--- src/rtl/fft_pkg.sv ---
// Shared FFT front-end constants and small helpers.
package fft_pkg;

  localparam int unsigned FFT_ADDR_W = 11;
  localparam int unsigned WIN_COEF_W = 12;
  localparam int unsigned FFT_DATA_W = 16;

  // Half an output LSB, added before dropping frac_w fractional bits.
  function automatic int unsigned round_const(input int unsigned frac_w);
    return 32'd1 << (frac_w - 1);
  endfunction

endpackage

--- src/rtl/hamming_window_ctrl_if.sv ---
// Sample-in / windowed-sample-out stream pair of the window sequencer.
// master: the environment side (source + sink); slave: the sequencer.
interface hamming_window_ctrl_if import fft_pkg::*; #(
  parameter int unsigned DATA_WIDTH = FFT_DATA_W
) ();

  logic                         s_valid;
  logic                         s_ready;
  logic signed [DATA_WIDTH-1:0] s_data;
  logic                         m_valid;
  logic                         m_ready;
  logic signed [DATA_WIDTH-1:0] m_data;
  logic                         m_sof;
  logic                         m_eof;

  modport master (
    output s_valid, s_data, m_ready,
    input  s_ready, m_valid, m_data, m_sof, m_eof
  );

  modport slave (
    input  s_valid, s_data, m_ready,
    output s_ready, m_valid, m_data, m_sof, m_eof
  );

endinterface

--- src/rtl/hamming_window_ctrl_win_mult.sv ---
// Signed sample times unsigned Q0.COEF_WIDTH coefficient, round-half-up, one DSP.
module win_mult import fft_pkg::*; #(
  parameter int unsigned DATA_WIDTH = FFT_DATA_W,
  parameter int unsigned COEF_WIDTH = WIN_COEF_W
) (
  input  logic signed [DATA_WIDTH-1:0] sample_i,
  input  logic        [COEF_WIDTH-1:0] coef_i,
  output logic signed [DATA_WIDTH-1:0] prod_o
);

  localparam int unsigned ProdWidth = DATA_WIDTH + COEF_WIDTH + 1;
  localparam logic signed [ProdWidth-1:0] RoundK = ProdWidth'(round_const(COEF_WIDTH));

  logic signed [ProdWidth-1:0] prod;
  logic signed [ProdWidth-1:0] prod_rnd;

  // Coefficient is below 1.0, so the truncated result always fits DATA_WIDTH.
  always_comb begin
    prod     = ProdWidth'(sample_i) * ProdWidth'($signed({1'b0, coef_i}));
    prod_rnd = prod + RoundK;
    prod_o   = DATA_WIDTH'(prod_rnd >>> COEF_WIDTH);
  end

endmodule

--- src/rtl/hamming_window_ctrl.sv ---
// Streaming window sequencer: indexes samples within a frame, addresses the
// coefficient ROM and emits windowed samples tagged with frame start/end.
module hamming_window_ctrl import fft_pkg::*; #(
  parameter int unsigned ADDR_WIDTH = FFT_ADDR_W,
  parameter int unsigned COEF_WIDTH = WIN_COEF_W,
  parameter int unsigned DATA_WIDTH = FFT_DATA_W
) (
  input  logic                  clk,
  input  logic                  rst,
  input  logic                  flush,
  input  logic                  cfg_bypass,
  output logic [ADDR_WIDTH-1:0] rom_addr,
  input  logic [COEF_WIDTH-1:0] rom_rd_data,
  output logic                  frame_done,
  hamming_window_ctrl_if.slave  bus
);

  localparam logic [ADDR_WIDTH-1:0] LastIdx = '1;

  logic [ADDR_WIDTH-1:0]        cnt_q;
  logic                         bypass_lat_q;
  logic                         s1_valid_q;
  logic signed [DATA_WIDTH-1:0] s1_data_q;
  logic [ADDR_WIDTH-1:0]        s1_idx_q;
  logic                         s1_byp_q;
  logic                         m_valid_q;
  logic signed [DATA_WIDTH-1:0] m_data_q;
  logic                         m_sof_q;
  logic                         m_eof_q;
  logic                         frame_done_q;

  logic                         clr;
  logic                         adv;
  logic                         xfer;
  logic                         frame_start;
  logic                         byp_now;
  logic signed [DATA_WIDTH-1:0] win_data;

  assign clr         = rst || flush;
  assign adv         = !m_valid_q || bus.m_ready;
  assign bus.s_ready = !clr && (!s1_valid_q || adv);
  assign xfer        = bus.s_valid && bus.s_ready;
  assign frame_start = (cnt_q == '0);
  // Index 0 sees the live bypass setting; the rest of the frame sees the latch.
  assign byp_now     = frame_start ? cfg_bypass : bypass_lat_q;
  // A stalled S1 keeps re-reading its own coefficient so the ROM output stays valid.
  assign rom_addr    = (s1_valid_q && !adv) ? s1_idx_q : cnt_q;

  // Frame index of the next accepted sample; wraps with no gap.
  always_ff @(posedge clk) begin
    if (clr) begin
      cnt_q <= '0;
    end else if (xfer) begin
      cnt_q <= cnt_q + ADDR_WIDTH'(1);
    end
  end

  // Bypass setting captured at frame start and held for the frame.
  always_ff @(posedge clk) begin
    if (clr) begin
      bypass_lat_q <= 1'b0;
    end else if (xfer && frame_start) begin
      bypass_lat_q <= cfg_bypass;
    end
  end

  // S1: accepted sample waiting for its coefficient.
  always_ff @(posedge clk) begin
    if (clr) begin
      s1_valid_q <= 1'b0;
      s1_data_q  <= '0;
      s1_idx_q   <= '0;
      s1_byp_q   <= 1'b0;
    end else if (xfer) begin
      s1_valid_q <= 1'b1;
      s1_data_q  <= bus.s_data;
      s1_idx_q   <= cnt_q;
      s1_byp_q   <= byp_now;
    end else if (adv) begin
      s1_valid_q <= 1'b0;
    end
  end

  win_mult #(
    .DATA_WIDTH (DATA_WIDTH),
    .COEF_WIDTH (COEF_WIDTH)
  ) u_win_mult (
    .sample_i (s1_data_q),
    .coef_i   (rom_rd_data),
    .prod_o   (win_data)
  );

  // S2: output register; payload frozen while the downstream stalls.
  always_ff @(posedge clk) begin
    if (clr) begin
      m_valid_q <= 1'b0;
      m_data_q  <= '0;
      m_sof_q   <= 1'b0;
      m_eof_q   <= 1'b0;
    end else if (adv) begin
      m_valid_q <= s1_valid_q;
      if (s1_valid_q) begin
        m_data_q <= s1_byp_q ? s1_data_q : win_data;
        m_sof_q  <= (s1_idx_q == '0);
        m_eof_q  <= (s1_idx_q == LastIdx);
      end
    end
  end

  // One pulse in the cycle after the last sample of a frame leaves.
  always_ff @(posedge clk) begin
    if (clr) begin
      frame_done_q <= 1'b0;
    end else begin
      frame_done_q <= m_valid_q && bus.m_ready && m_eof_q;
    end
  end

  assign bus.m_valid = m_valid_q;
  assign bus.m_data  = m_data_q;
  assign bus.m_sof   = m_sof_q;
  assign bus.m_eof   = m_eof_q;
  assign frame_done  = frame_done_q;

endmodule

--- src/flat_wrapper.sv ---
// flat-port wrapper written by rule: the top's interface ports become plain ports
module hamming_window_ctrl_flat import fft_pkg::*;
#(
  parameter int unsigned ADDR_WIDTH = FFT_ADDR_W,
  parameter int unsigned COEF_WIDTH = WIN_COEF_W,
  parameter int unsigned DATA_WIDTH = FFT_DATA_W
)
  (clk, rst, flush, cfg_bypass, rom_addr, rom_rd_data, frame_done, bus_s_valid, bus_s_data, bus_m_ready, bus_s_ready, bus_m_valid, bus_m_data, bus_m_sof, bus_m_eof);
  hamming_window_ctrl_if #(.DATA_WIDTH(DATA_WIDTH)) bus_i ();
  input  logic clk;
  input  logic rst;
  input  logic flush;
  input  logic cfg_bypass;
  output logic [ADDR_WIDTH-1:0] rom_addr;
  input  logic [COEF_WIDTH-1:0] rom_rd_data;
  output logic frame_done;
  input wire logic [$bits(bus_i.s_valid)-1:0] bus_s_valid;
  input wire logic [$bits(bus_i.s_data)-1:0] bus_s_data;
  input wire logic [$bits(bus_i.m_ready)-1:0] bus_m_ready;
  output wire logic [$bits(bus_i.s_ready)-1:0] bus_s_ready;
  output wire logic [$bits(bus_i.m_valid)-1:0] bus_m_valid;
  output wire logic [$bits(bus_i.m_data)-1:0] bus_m_data;
  output wire logic [$bits(bus_i.m_sof)-1:0] bus_m_sof;
  output wire logic [$bits(bus_i.m_eof)-1:0] bus_m_eof;
  assign bus_i.s_valid = bus_s_valid;
  assign bus_i.s_data = bus_s_data;
  assign bus_i.m_ready = bus_m_ready;
  assign bus_s_ready = bus_i.s_ready;
  assign bus_m_valid = bus_i.m_valid;
  assign bus_m_data = bus_i.m_data;
  assign bus_m_sof = bus_i.m_sof;
  assign bus_m_eof = bus_i.m_eof;
  hamming_window_ctrl #(.ADDR_WIDTH(ADDR_WIDTH), .COEF_WIDTH(COEF_WIDTH), .DATA_WIDTH(DATA_WIDTH)) u_core (.clk(clk), .rst(rst), .flush(flush), .cfg_bypass(cfg_bypass), .rom_addr(rom_addr), .rom_rd_data(rom_rd_data), .frame_done(frame_done), .bus(bus_i));
endmodule
--- config.mk ---
export PLATFORM = sky130hd
export DESIGN_NAME = hamming_window_ctrl_flat
export DESIGN_NICKNAME = d
export VERILOG_FILES = /design/src/rtl/fft_pkg.sv /design/src/rtl/hamming_window_ctrl_if.sv /design/src/rtl/hamming_window_ctrl_win_mult.sv /design/src/rtl/hamming_window_ctrl.sv /design/src/flat_wrapper.sv
export SDC_FILE = /design/constraint.sdc
export NUM_CORES = 1
export LEC_CHECK = 0
export CAP_MARGIN = 0
export CORE_MARGIN = 2
export CORE_UTILIZATION = 55
export DETAILED_ROUTE_END_ITERATION = 8
export PLACE_DENSITY = 0.84
export SLEW_MARGIN = 30
export SYNTH_ARGS = -nofsm -noshare
export SYNTH_HDL_FRONTEND = slang
export SYNTH_SLANG_ARGS = --single-unit
--- constraint.sdc ---
create_clock -name clk -period 21.6 [get_ports clk]
set_input_delay 5.4 -clock clk [delete_from_list [all_inputs] [get_ports clk]]
set_output_delay 5.4 -clock clk [all_outputs]
set_load 0.03 [all_outputs]
==> results.md <==
- Worst Hold Class: reg2reg
- Top Ports: 66
- Peak Freq: 77.3 MHz
- CTS tree: done
- Worst path arrival time: 7.54 ns
- Async set-reset flop share out of synthesis: 0%
- Post-synthesis xor/xnor area fraction: 2.85%
- Final Util: 62.2%
- Total chip power: 0.000470 W
- Pin count of the biggest net entering global routing: 38
- Total routed wirelength: 22600 um
- Top cells by area, synth: fa_1 (37%), dfxtp_1 (13%), ha_1 (11%)
- Status: finished, final reports clean
- Dpl hpwl: 17300 um
- Per-cell routed wire length: 16.9 um
- Setup-failing EPs final: 0
- CTS Buffer Depth: 2
- Multiplexer share of the synthesized area: 1.82%
- CP required: 16.20 ns
- Seq cells post-synth: 61
- Pre-CTS WS: 8.71 ns
- Crit path launch type: input pin
- CTS Buf Count: 9
- Post-Synth Adder-Cell Area: 47.4%
- Critical R2R Launch: u_core.s1_data_q[15]
- FF-to-FF path depth: 21
- Sequential share of the synthesized area: 12.8%
- Site Rows: 48
- Number of enable flip-flop cells after synthesis: 0
- Post-synth top flop: dfxtp_1
- Post-layout net count: 1401
- CP endpoint kind: output pin
- CTS clock-pin slew for the worst setup and hold paths: 0.06 ns
- Total track usage: 26.3%
- Placed instance count: 1325
- Antenna violations before repair: 0
- Simple-gate share of the synthesized area: 19.0%
- Global-route track usage on met3: 2.69%
- CTS hold repair buffers: 0
- Post-CTS setup buffer count: 0
- Worst Skew: 0.00954 ns
- Mapped cell area: 0.00954 mm2
- Final std cells w/o fill: 1341
- Hold Path Origin: u_core.bus.m_sof
- Hold Path End: u_core.bus.m_sof
- Clock root cell: clkbuf_16
- GP Congestion: 0.925
- Core footprint: 0.0171 mm2
- Crit share post-route: 59.9%
- Unrepaired setup endpoints after global routing: no
- Die width: 136 um
- Worst Path Max Fanout: 11
- Die H: 136 um
- Syn Nets: 1372
- Grt met2 use: 49.0%
- Syn Inst Count: 1082
- Pins over their slew limit: 0
- CTS H-Tree Depth: 3
- WS Path Type: in2out
- Post-cts sizing count: 0
- Most frequent cells in the layout: inv_1 (185), nand2_1 (182), fa_1 (175)
- First-pass GRT wire length: 38000 um
- Die area: 0.0184 mm2
- Vias per cell: 5.65
- Compound-Gate Fraction of Synth Area: 6.86%
- P_leak: 5.19 nW
- Worst Tran Pin Value: 0.887 ns
- Worst-Skew Late Latency: 0.34 ns
- Busiest layer in global routing: met2
- Syn Area/Cell: 8.81 um2
- Hold path depth: 2
- Area leader, netlist: fa_1
- Met1 usage: 32.1%
- # diodes: 0
- Post-synth top area share: 36.7%
- Grt ovf: 0
- Synth cell types: 50
- Vias in the first global route: 7982
- Iter 0 DRT Violations: 573
- # DRC: 0
- RR Endpoint: u_core.bus.m_data[11]
- Initial core utilization: 55.7%
- Share of cells above drive strength 1: 3.49%
- Peak supply drop: 68.7 uV
- # port buffers: 65
- Clock Sinks: 61
- Final number of hold-violating endpoints: 0
- Power per cell area: 44.2 mW/mm2
- Vias: 7581
- Final worst setup slack: 8.66 ns
- TNS Setup: 0 ns
- Tmin final: 12.94 ns
- Area Growth Syn to Fin: 11.6%
- Max-Cap Viols: 0
- Largest family of logic cells by synthesized area: adder cells
- Relative slew slack: 40.8%
- DRT Pass-1 Iters: 5
- Commonest non-fill, non-tap cell in the layout: inv_1
- Synth warn: 0
- Antenna viol nets, final: 0
- R2r setup slk: 15.22 ns
power breakdown:
part           switching [W]  total (W)  internal (W)
clock              0.0000589   0.000162      0.000103
sequential        0.00000696   0.000122      0.000115
combinational       0.000110   0.000187     0.0000766
total               0.000176   0.000470      0.000294
kinds of logic after synthesis:
kind of cell             Yosys count
AND/OR/NAND/NOR                  379
adder cells (fa/ha/maj)          256
buffers and inverters            236
AO/OA/AOI/OAI                    103
flip-flops                        61
XOR/XNOR                          31
multiplexers                      16
flip-flops by register name, indices dropped and copies added (netlist names):
signal,flops
u_core.s1_data_q,16
u_core.frame_done,1
u_core.bypass_lat_q,1
u_core.bus.m_sof,1
u_core.s1_byp_q,1
u_core.bus.m_valid,1
u_core.bus.m_eof,1
u_core.s1_idx_q,11
u_core.s1_valid_q,1
u_core.bus.m_data,16
u_core.cnt_q,11
worst max-delay path, stage by stage:
cell	delay, ns
clkdlybuf4s50_1	0.43
nor2b_1	0.32
nand2_1	0.36
mux2_1	0.43
clkdlybuf4s50_1	0.60
layout make-up:
type | instances | area (um2)
multi-input cells | 785 | 7430
well taps | 225 | 282
clock inverters | 7 | 104
repair buffers | 69 | 681
flip-flops and latches | 61 | 1220
clock buffers | 9 | 225
fillers | 1424 | 6480
inverters | 185 | 694
per-stage QoR:
stage          hold WS, ns  instance area, um2
2_1_floorplan        0.453                9540
3_3_place_gp         0.438               10300
3_5_place_dp         0.454               10300
4_1_cts              0.462               10600
5_1_grt              0.484               10600
6_report             0.460               10600
cell usage after synthesis (all sizes together) (2+ instances only):
master and number:
a21o 7, o21ai 18, fa 175, xnor2 21
dfxtp 61, a21oi 41, clkbuf 50, mux2i 5
and2 93, a31oi 6, mux2 11, nand2 183
nor2 26, or3 4, nand3 36, nor4 5
and3 6, ha 81, o22ai 3, a211oi 5
nor3 3, inv 185, nand3b 3, xor2 10
nand4 12, o211ai 3, o31ai 4, nor2b 4
a211o 2, o21a 4
layer usage:
| layer | wire (um) | vias to the layer above |
|---|---|---|
| met2 | 12000 | 271 |
| met1 | 8810 | 3834 |
| met3 | 1250 | 55 |
| met5 | 0 | - |
| li1 | - | 3421 |
| met4 | 593 | 0 |
how the worst max path moves through the flow:
stage	start	to	slack, ns	cells after the start
floorplan	bus_m_ready	rom_addr[0]	9.84	4
global placement	bus_m_ready	rom_addr[10]	8.77	5
detailed placement	bus_m_ready	rom_addr[10]	8.71	5
CTS	bus_m_ready	rom_addr[10]	8.67	5
global route	bus_m_ready	rom_addr[10]	8.53	5
finish	bus_m_ready	rom_addr[10]	8.66	5
(Power assumes the default switching activity.)
